--- src/rtl/gate_arb_pkg.sv ---
// Shared types and sizes for the four-way round-robin AND-gate sequencer.
package gate_arb_pkg;

    localparam int NUM_REQ = 4;
    localparam int ID_W    = 2;
    localparam int OPW     = 4;

    typedef enum logic [1:0] {
        IDLE  = 2'd0,
        GRANT = 2'd1,
        DONE  = 2'd2
    } state_t;

    function automatic logic [NUM_REQ-1:0] id2onehot(input logic [ID_W-1:0] id);
        logic [NUM_REQ-1:0] v;
        v     = '0;
        v[id] = 1'b1;
        return v;
    endfunction

endpackage

--- src/rtl/rr_pick4.sv ---
// Combinational round-robin picker: first set request at or after i_ptr, wrapping mod 4.
// Latency: zero cycles; no backpressure, o_vld simply reports whether any request is set.
module rr_pick4
    import gate_arb_pkg::*;
(
    input  logic [NUM_REQ-1:0] i_req,
    input  logic [ID_W-1:0]    i_ptr,
    output logic               o_vld,
    output logic [ID_W-1:0]    o_win
);

    logic [ID_W-1:0] w_idx;
    logic            w_found;

    always_comb begin
        o_vld   = |i_req;
        o_win   = '0;
        w_idx   = '0;
        w_found = 1'b0;
        for (int k = 0; k < NUM_REQ; k++) begin
            w_idx = i_ptr + ID_W'(k);
            if (!w_found && i_req[w_idx]) begin
                o_win   = w_idx;
                w_found = 1'b1;
            end
        end
    end

endmodule

--- src/rtl/tt_um_gate_arbiter.sv ---
// Shares one registered 4-bit AND among four level requesters, granting round-robin.
// Latency: grant 1 cycle after req, result/done EXEC_CYCLES later; requesters wait by holding req high.
module tt_um_gate_arbiter
    import gate_arb_pkg::*;
#(
    parameter int EXEC_CYCLES = 2
) (
    input  logic       clk,
    input  logic       rst_n,
    input  logic       ena,
    input  logic [7:0] ui_in,
    input  logic [7:0] uio_in,
    output logic [7:0] uo_out,
    output logic [7:0] uio_out,
    output logic [7:0] uio_oe
);

    localparam logic [3:0] LAST_CNT = 4'(EXEC_CYCLES - 1);

    logic [NUM_REQ-1:0] w_req;
    logic [OPW-1:0]     w_op_a;
    logic [OPW-1:0]     w_op_b;
    logic               w_pick_vld;
    logic [ID_W-1:0]    w_pick_id;
    logic               w_unused;

    state_t             r_state;
    logic [NUM_REQ-1:0] r_grant;
    logic [ID_W-1:0]    r_win;
    logic [ID_W-1:0]    r_ptr;
    logic [3:0]         r_cnt;
    logic               r_busy;
    logic               r_done;
    logic [ID_W-1:0]    r_last_id;
    logic [OPW-1:0]     r_result;

    assign w_req    = ui_in[3:0];
    assign w_op_a   = ui_in[7:4];
    assign w_op_b   = uio_in[3:0];
    assign w_unused = &{1'b0, uio_in[7:4]};

    rr_pick4 u_pick (
        .i_req (w_req),
        .i_ptr (r_ptr),
        .o_vld (w_pick_vld),
        .o_win (w_pick_id)
    );

    always_ff @(posedge clk or negedge rst_n) begin
        if (!rst_n) begin
            r_state   <= IDLE;
            r_grant   <= '0;
            r_win     <= '0;
            r_ptr     <= '0;
            r_cnt     <= '0;
            r_busy    <= 1'b0;
            r_done    <= 1'b0;
            r_last_id <= '0;
            r_result  <= '0;
        end else if (ena) begin
            case (r_state)
                IDLE: begin
                    if (w_pick_vld) begin
                        r_grant <= id2onehot(w_pick_id);
                        r_win   <= w_pick_id;
                        r_busy  <= 1'b1;
                        r_cnt   <= '0;
                        r_state <= GRANT;
                    end
                end
                GRANT: begin
                    // A dropped request wins over completion, even on the last cycle.
                    if (!w_req[r_win]) begin
                        r_grant <= '0;
                        r_busy  <= 1'b0;
                        r_ptr   <= r_win + ID_W'(1);
                        r_state <= IDLE;
                    end else if (r_cnt == LAST_CNT) begin
                        r_result  <= w_op_a & w_op_b;
                        r_last_id <= r_win;
                        r_done    <= 1'b1;
                        r_grant   <= '0;
                        r_ptr     <= r_win + ID_W'(1);
                        r_state   <= DONE;
                    end else begin
                        r_cnt <= r_cnt + 4'd1;
                    end
                end
                DONE: begin
                    r_done <= 1'b0;
                    if (w_pick_vld) begin
                        r_grant <= id2onehot(w_pick_id);
                        r_win   <= w_pick_id;
                        r_cnt   <= '0;
                        r_state <= GRANT;
                    end else begin
                        r_busy  <= 1'b0;
                        r_state <= IDLE;
                    end
                end
                default: begin
                    r_state <= IDLE;
                end
            endcase
        end
    end

    assign uo_out  = {r_done, r_busy, r_last_id, r_grant};
    assign uio_out = {r_result, 4'b0000};
    assign uio_oe  = 8'hF0;

endmodule

--- config.mk ---
export PLATFORM = sky130hd
export DESIGN_NAME = tt_um_gate_arbiter
export DESIGN_NICKNAME = d
export VERILOG_FILES = /design/src/rtl/gate_arb_pkg.sv /design/src/rtl/rr_pick4.sv /design/src/rtl/tt_um_gate_arbiter.sv
export SDC_FILE = /design/constraint.sdc
export NUM_CORES = 1
export LEC_CHECK = 0
export ABC_CLOCK_PERIOD_IN_PS = 1900
export BUFFER_PORTS_ARGS = -buffer_cell sky130_fd_sc_hd__buf_2
export CORE_MARGIN = 1
export CORE_UTILIZATION = 45
export DETAILED_ROUTE_END_ITERATION = 10
export PLACE_DENSITY_LB_ADDON = 0.05
export SETUP_SLACK_MARGIN = 0.4
export SYNTH_ARGS = -nofsm -noshare
export SYNTH_HDL_FRONTEND = slang
export SYNTH_SLANG_ARGS = --single-unit
--- constraint.sdc ---
create_clock -name clk -period 1.9 [get_ports clk]
set_input_delay 0.19 -clock clk [delete_from_list [all_inputs] [get_ports clk]]
set_output_delay 0.19 -clock clk [all_outputs]
set_load 0.005 [all_outputs]
Word-level counts from Yosys, hierarchy flattened
Index checks and enable logic that the tools add are counted.
{ "totals": {"output_inout_bits": 24, "inputBits": 19, "ff_bits": 22, "word_cells": 96} }
{ "op_classes": {"eq_ne": 12, "n_addsub": 5, "magnitude_cmp": 7, "mux": 41, "n_bitwise": 1, "reduce_logical": 21} }
{ "ops": {"columns": ["op", "n"], "rows": [
  ["4-bit 2-to-1 mux", 6],
  ["2-bit by 3-bit less-than comparator with 1-bit output, second input constant", 6],
  ["2-bit 2-to-1 mux", 9],
  ["4-bit case mux with 2 select lines", 2],
  ["1-bit 2-to-1 mux", 15],
  ["4-bit AND reduction", 3],
  ["1-bit binary-select mux with 2-bit select", 5],
  ["2-bit != test, second input constant", 5],
  ["5-bit AND reduction", 2],
  ["3-bit AND reduction", 3],
  ["2-bit by 1-bit != test with 1-bit output, second input constant", 3],
  ["2-bit case mux with 3 select lines", 1],
  ["2-bit by 1-bit adder with 2-bit output, second input constant", 2],
  ["2-bit adder, second input constant", 2],
  ["4-bit by 1-bit adder with 4-bit output, second input constant", 1],
  ["4-bit bitwise AND", 1],
  ["4-bit by 1-bit equality test with 1-bit output, second input constant", 1],
  ["1-bit logical AND", 4],
  ["2-bit nonzero test", 2],
  ["4-bit OR reduction", 1],
  ["1-bit zero test", 3],
  ["3-bit != test, second input constant", 1],
  ["1-bit case mux with 3 select lines", 1],
  ["3-bit nonzero test", 1],
  ["other kinds (7)", 7]
]} }

Logic depth before layout (Yosys ltp)
Gate-level depths: netlist (run 1).
{ "depth": {"depth_word": 18, "mapped_depth": 8, "ltp_nobuf": 7} }

By module
Synthesis (run 1) repeated with hierarchy kept, for this count alone.
{ "unflattened": {"cells_unflattened": 147, "hier_area_um2": 1387.6} }
{ "by_module_without_submodules": {"columns": ["mod", "cells_per_inst", "area_per_inst_um2", "seq_area_each_um2", "instances"], "rows": [
  ["tt_um_gate_arbiter", 132, 1310.0, 550.5, 1],
  ["rr_pick4", 15, 77.6, 0.0, 1]
]} }

Least setup slack after synthesis (run 1)
OpenSTA, ideal clock, no wires.
{ "synth_path": {"path_type": "reg-to-reg", "from": "register r_state[1]", "to": "register r_cnt[3]", "t_arrival_ps": 1840, "stages_incl_launch_ff": 8, "synth_period_minus_slack_ps": 1932, "required_ps": 1808, "path_slack_ps": -32, "setup_ps": 92, "path_buffers": 0, "cell_sequence": "dfrtp_1 inv_1 ha_1 nor2b_1 a22o_1 or3_4 or2_4 o31ai_2"} }
{ "synth_via": {"elab_chain_len": 4} }
{ "synth_lines": {"columns": ["item", "line", "text"], "rows": [
  ["start, declared", "tt_um_gate_arbiter.sv:27", "state_t r_state;"],
  ["start signal, assigned", "tt_um_gate_arbiter.sv:51", "r_state <= IDLE;"],
  ["start signal, assigned", "tt_um_gate_arbiter.sv:68", "r_state <= GRANT;"],
  ["start signal, assigned", "tt_um_gate_arbiter.sv:77", "r_state <= IDLE;"],
  ["2-bit equality test / 2-bit zero test (equally long branches)", "tt_um_gate_arbiter.sv:61", "case (r_state)"],
  ["2-bit OR reduction (no line)", null, null],
  ["2-bit by 1-bit != test with 1-bit output (no line) / 2-bit nonzero test (equally long branches)", null, null],
  ["5-bit AND reduction (no line)", null, null],
  ["end signal, assigned", "tt_um_gate_arbiter.sv:86", "r_cnt <= r_cnt + 4'd1;"],
  ["end, declared", "tt_um_gate_arbiter.sv:31", "logic [3:0] r_cnt;"]
]} }
Several ways; a longest one is shown, not always the timed one.
A chain may end at the register's enable or synchronous reset.

Worst setup path after layout (run 1)
{ "layout_path": {"from": "register r_state[0]", "to": "register r_cnt[3]"} }
The elaborated chain is that of the path after synthesis.

==> out/summary.txt, run 1 <==
Routability cong.: 0.778
Slew margin rel.: 66.5%
Clock transition at path regs: 0.12 ns
Async set-reset flop share out of synthesis: 100%
Register Area: 553 µm²
Routed wl met2: 1350 µm
Maximum fanout along the worst path: 5
GRT Total Usage: 17.8%
Peak VDD IR: 0.851 mV
Pleak: 0.852 nW
Reg2reg end: r_cnt[3]
CP Launch Type: register
Drt pass-1 iters: 4
Clk Latency, worst-skew pair: 0.31 ns
Crit path arrival time: 2.09 ns
Clock sinks: 22
Worst EP required: 2.13 ns
Row cnt: 19
Final hold violations: 0
Area Growth Syn to Fin: 29.3%
DR iter-0 viols: 15
DR vias: 1085
Warning count from the yosys run: 0
Antenna fix cells: 0
Slew Limit Fails: 0
Largest net degree at the start of global routing: 23
Area used by multi-input combinational logic: 820 µm²
DRC: 0
Die height: 56.4 µm
Setup TNS: 0 ns
Seq/Total Area, Yosys: 41.3%
Fillers: 239
Die Footprint: 3180 µm²
Least-Margin Pin Slew: 0.503 ns
Initial antenna violation count: 0
Vias in the first global route: 1025
H-Tree Depth: 1
EDFF count, synth: 0
Vias/cell: 5.07
Placed wire-length estimate: 1980 µm
Pwr dens: 1400 nW/µm²
CTS tree: built
Routed Wire Length: 2710 µm
Non-Filler Instances: 214
Routed WL per cell: 12.7 µm
Core Box Area: 2780 µm²
Top_reg_cell synth: dfrtp_1
Highest metal used: met4
Final setup violation count: 0
Max clock buf depth: 2
Critical R2R Launch: r_state[0]
Initial Utilization: 47.9%
Die X: 56.4 µm
Fraction of layout cells with a size suffix above 1: 40.4%
Worst setup path start: r_state[0]
Final min period: 1.86 ns
Yosys reg bits: 22
Cts bufs inserted: 3
Cell Area, Synth: 1330 µm²
Reg2Reg Setup Slack: 0.04 ns
Util after Layout: 61.9%
Placed insts: 204
Outcome: finished clean
Critical path type: register to register
WL met3: 79 µm
First-pass GRT wire length: 4440 µm
Root Buffer: clkbuf_4
Antenna Violating Nets Remaining: 0
Port Buffers: 26
Crit path to: r_cnt[3]
WL met1: 1250 µm
Crit share post-route: 98.1%
GRT Residual Overflow: 0
Final Net Count: 209
Fmax: 536 MHz
Max-cap violation count: 0
Syn avg cell area: 9.25 µm²
Post-synth cell types: 39
Synth Instances: 144
Critical path capture point type: register
RSZ-0062 raised after global routing: true
HP Class: input pin to register
Worst reg2reg path depth: 6
Clock Skews: 0.00221 ns
# IOs: 43
-- state kept, by name, indices dropped and copies added (netlist names) --
signal	count
r_cnt	4
r_grant	4
r_result	4
r_last_id	2
r_ptr	2
r_state	2
r_win	2
r_busy	1
r_done	1
-- timing repair --
item                                    4_1_cts  5_1_grt
setup buffers                                 3        2
gates resized for setup                      13       14
hold buffers                                  1        0
endpoints found under the hold margin        22        0
pin swaps                                     4        5
endpoints found under the setup margin       21       22
-- cell usage in the layout (no fill, tap or decap), drive strengths merged, types with 2 or more instances in the layout --
cell type,instances
or2,2
nand2,21
dfrtp,22
buf,40
conb,12
o31ai,3
a21oi,4
a22o,2
or3,2
nand2b,2
ha,6
inv,9
o22ai,2
nor2,6
clkbuf,4
mux2i,4
a21o,3
nand3,2
o21ai,12
nor3,2
and2,3
mux2,4
nor2b,2
o41ai,4
-- routing by layer --
metal / GRT usage (%) / vias to the layer above
li1: - / 554
met1: 22.7 / 504
met2: 31.0 / 23
met3: 2.07 / 4
met4: 6.27 / 0
met5: 0 / -
-- synth_stat cells, types with 2 or more instances --
cell type  number  share of area, %
nand3_1         2              0.75
inv_1           9               2.5
a21o_1          3               1.7
ha_1            6               5.6
o21ai_0         9               3.4
dfrtp_1        22                41
o21ai_1         3               1.1
mux2i_1         4               3.0
nand2b_1        2              0.94
nor2b_1         2              0.94
o41ai_1         4               2.6
o22ai_1         2              0.94
a21oi_1         4               1.5
a22o_1          2               1.3
conb_1          2              0.56
mux2_2          4               3.4
and2_1          2              0.94
o31ai_1         2               1.1
nor2_1          6               1.7
nand2_1        21               5.9
buf_4          14               7.9
nor3_1          2              0.75
-- cell families after synthesis --
logic type               Yosys count  synth area share [%]
multiplexers                       8                  6.38
other                              2                 0.564
adder cells (fa/ha/maj)            6                  5.63
flip-flops                        22                  41.3
XOR/XNOR                           1                 0.657
AND/OR/NAND/NOR                   45                  16.4
AO/OA/AOI/OAI                     35                  17.9
buffers and inverters             25                  11.1
-- critical path: stages, from the launching register on --
cell and delay [ns]:
dfrtp_2 0.44, ha_4 0.17, nor2b_4 0.12, a22o_1 0.22, or3_4 0.39, or2_4 0.29, o31ai_4 0.17
-- worst min-delay path by stage --
stage	to	start	cells after the start
2_1_floorplan	r_busy	rst_n	0
3_3_place_gp	r_ptr[1]	rst_n	1
3_5_place_dp	r_result[1]	rst_n	1
4_1_cts	r_result[1]	uio_in[1]	3
5_1_grt	r_result[3]	uio_in[3]	3
6_report	r_result[3]	uio_in[3]	3
-- per-stage QoR --
step	setup WS [ns]	hold slack [ns]	power [mW]	area, µm²
global placement	0.0764	0.182	1.86	1520
floorplan	0.0456	-0.106	1.55	1410
global route	0.000242	0.102	2.61	1720
CTS	0.0200	0.0974	2.29	1630
detailed placement	0.0127	0.191	1.90	1520
finish	0.0353	0.110	2.41	1720
-- cell type report --
class	count	area share, %
sequential	22	32.1
multi-input combinational	107	47.6
inverter	9	2.11
clock buffer	4	1.53
timing repair buffer	41	14.5
tap	31	2.25
-- power breakdown --
part	internal (mW)	total [mW]	switching [mW]	leakage (nW)
Combinational	0.717	1.37	0.656	0.554
Clock	0.0819	0.224	0.142	0.0150
Sequential	0.667	0.812	0.146	0.283
(Power assumes the default switching activity.)
==> inputs of run 2 (changes only) <==
- CORE_ASPECT_RATIO: default -> 0.6
==> out/summary.txt, run 2 (synthesis gave the netlist of run 1 again) <==
Slew margin rel.: 65.6% (-0.84 points)
Cts bufs inserted: 3 (unchanged)
Worst hold start: uio_in[3]
Routed Wire Length: 3120 µm (+15%)
Hold WS: 0.165 ns (+0.0555 ns)
Clock transition at path regs: 0.09 ns (-0.03 ns)
Crit-path leading delay family: simple AND/OR/NAND/NOR gates
Die X: 72.3 µm (+28%)
Crit path to: r_cnt[3]
Root Buffer: clkbuf_8
Outcome: finished clean
Vias in the first global route: 1122 (+9.5%)
Port Buffers: 26 (unchanged)
Antenna Violating Nets Remaining: 0 (unchanged)
Placed wire-length estimate: 2150 µm (+8.6%)
CP Launch Type: register
Vias/cell: 4.99 (-1.6%)
HP Class: input pin to register
Reg2reg end: r_cnt[3]
Clk network pwr share: 14.9% (+5.6 points)
Seq pwr share: 27.7% (-6.0 points)
H-Tree Depth: 1 (unchanged)
Setup TNS: 0 ns (unchanged)
Crit-path max cell delay: 0.43 ns (about the same)
Initial Utilization: 50.4% (+2.5 points)
Final min period: 1.81 ns (-0.0577 ns)
Core Box Area: 2650 µm² (-4.9%)
WP depth: 6 (unchanged)
WP buf/inv: 0 (unchanged)
Critical path type: register to register
Top Registers: r_cnt (4), r_grant (4), r_result (4)
Largest net degree at the start of global routing: 23 (unchanged)
Die height: 44.2 µm (-22%)
Clk Latency, worst-skew pair: 0.27 ns (-0.04 ns)
Cell-internal power: 1.88 mW (+28%)
Post-DP Area: 1560 µm² (+2.2%)
Worst reg2reg path depth: 6 (unchanged)
Routed WL per cell: 13.4 µm (+5.6%)
Final Net Count: 219 (+4.8%)
First-pass GRT wire length: 5290 µm (+19%)
Initial antenna violation count: 0 (unchanged)
Antenna fix cells: 0 (unchanged)
Clock Skews: 0.00700 ns (+0.00479 ns)
Pleak: 0.941 nW (+11%)
Routability cong.: 0.844 (+8.5%)
Crit path arrival time: 2.00 ns (-0.09 ns)
Max clock buf depth: 2 (unchanged)
Switching part of the total: 37.1% (-2.1 points)
Max-cap violation count: 0 (unchanged)
Clock sinks: 22 (unchanged)
Critical path capture point type: register
DR iter-0 viols: 43 (+28)
Reg2Reg Setup Slack: 0.09 ns (+0.06 ns)
Drt pass-1 iters: 3 (-1)
Gate power share: 57.5% (+0.5 points)
Design area: 1950 µm² (+13%)
Pwr dens: 1530 nW/µm² (+9.7%)
Fraction of layout cells with a size suffix above 1: 49.7% (+9.3 points)
Commonest cells after routing, fill and taps aside: buf_2, dfrtp_1, nand2_1, buf_4, conb_1
Least-Margin Pin Slew: 0.516 ns (+0.0125 ns)
GRT Residual Overflow: 0 (unchanged)
Critical R2R Launch: r_state[0]
Final hold violations: 0 (unchanged)
Fmax: 553 MHz (+3.2%)
Die Footprint: 3190 µm² (+0.23%)
Net Sw Power: 1.11 mW (+18%)
RSZ-0062 raised after global routing: true
CTS tree: built
Util after Layout: 73.7% (+12 points)
Maximum fanout along the worst path: 3 (-2)
Peak VDD IR: 0.799 mV (-6.1%)
Row cnt: 14 (-5)
DR vias: 1162 (+7.1%)
Most common cell after layout, fill and taps aside: buf_2
Worst setup path start: r_state[0]
DRC: 0 (unchanged)
Critical-path cell list: ha_4 > nor2b_1 > a22o_1 > or3_4 > or2_4 > o31ai_2
# IOs: 43 (unchanged)
Final setup violation count: 0 (unchanged)
Worst EP required: 2.09 ns (-0.04 ns)
Slowest CP cell: dfrtp_2
Area Growth Syn to Fin: 46.4%
Slew Limit Fails: 0 (unchanged)
GRT Total Usage: 21.8% (+4.0 points)
Crit share post-route: 95.1% (-3.0 points)
[run 2: metrics by stage]
step	std cells	setup WS, ns	power (mW)
2_1_floorplan	154	0.0456	1.55
3_3_place_gp	216	0.0987	1.90
3_5_place_dp	216	0.0526	1.95
4_1_cts	228	0.0892	2.74
5_1_grt	233	0.0294	3.21
6_report	233	0.0930	2.99
[run 2: layer usage]
metal	global-route usage [%]	vias up	wire length, µm
met5	0	-	0
met4	3.14	0	9
met3	4.78	2	111
met2	36.8	27	1460
met1	29.8	556	1530
li1	-	577	-
[run 2: what timing repair did]
item / CTS / global route
hold buffers: 1 / 0
setup buffers: 7 / 5
hold endpoints to repair: 22 / 0
setup endpoints to repair: 22 / 22
gates resized for setup: 30 / 15
pin swaps: 8 / 11
[run 2: final cells by class]
type                    instances  area, µm²
fillers                       187        694
clock buffers                   3       41.3
inverters                       9       38.8
clock inverters                 1       30.0
multi-input cells             107        890
well taps                      40       50.0
repair buffers                 51        348
flip-flops and latches         22        553
[run 2: worst min path at each step]
stage                  end  slack, ns  depth (start not counted)
2_1_floorplan       r_busy      -0.11                          0
3_3_place_gp        r_busy       0.18                          1
3_5_place_dp        r_busy       0.19                          1
4_1_cts        r_result[2]       0.16                          3
5_1_grt        r_result[0]       0.18                          3
6_report       r_result[3]       0.17                          3
[run 2: power by group through the flow]
stage          Clock (mW)  Sequential, mW  Combinational, mW
2_1_floorplan           0           0.813              0.738
3_3_place_gp            0           0.794               1.11
3_5_place_dp            0           0.814               1.14
4_1_cts             0.451           0.822               1.47
5_1_grt             0.469           0.858               1.88
6_report            0.445           0.828               1.72
[run 2: worst reg2reg max path: cells and delay by family, from the launching register on]
kind / cells / cell delay [ns]
adders and majority gates: 1 / 0.17
and+or+nand+nor: 3 / 0.75
DFF: 1 / 0.43
AOI/OAI and AO/OA: 2 / 0.38
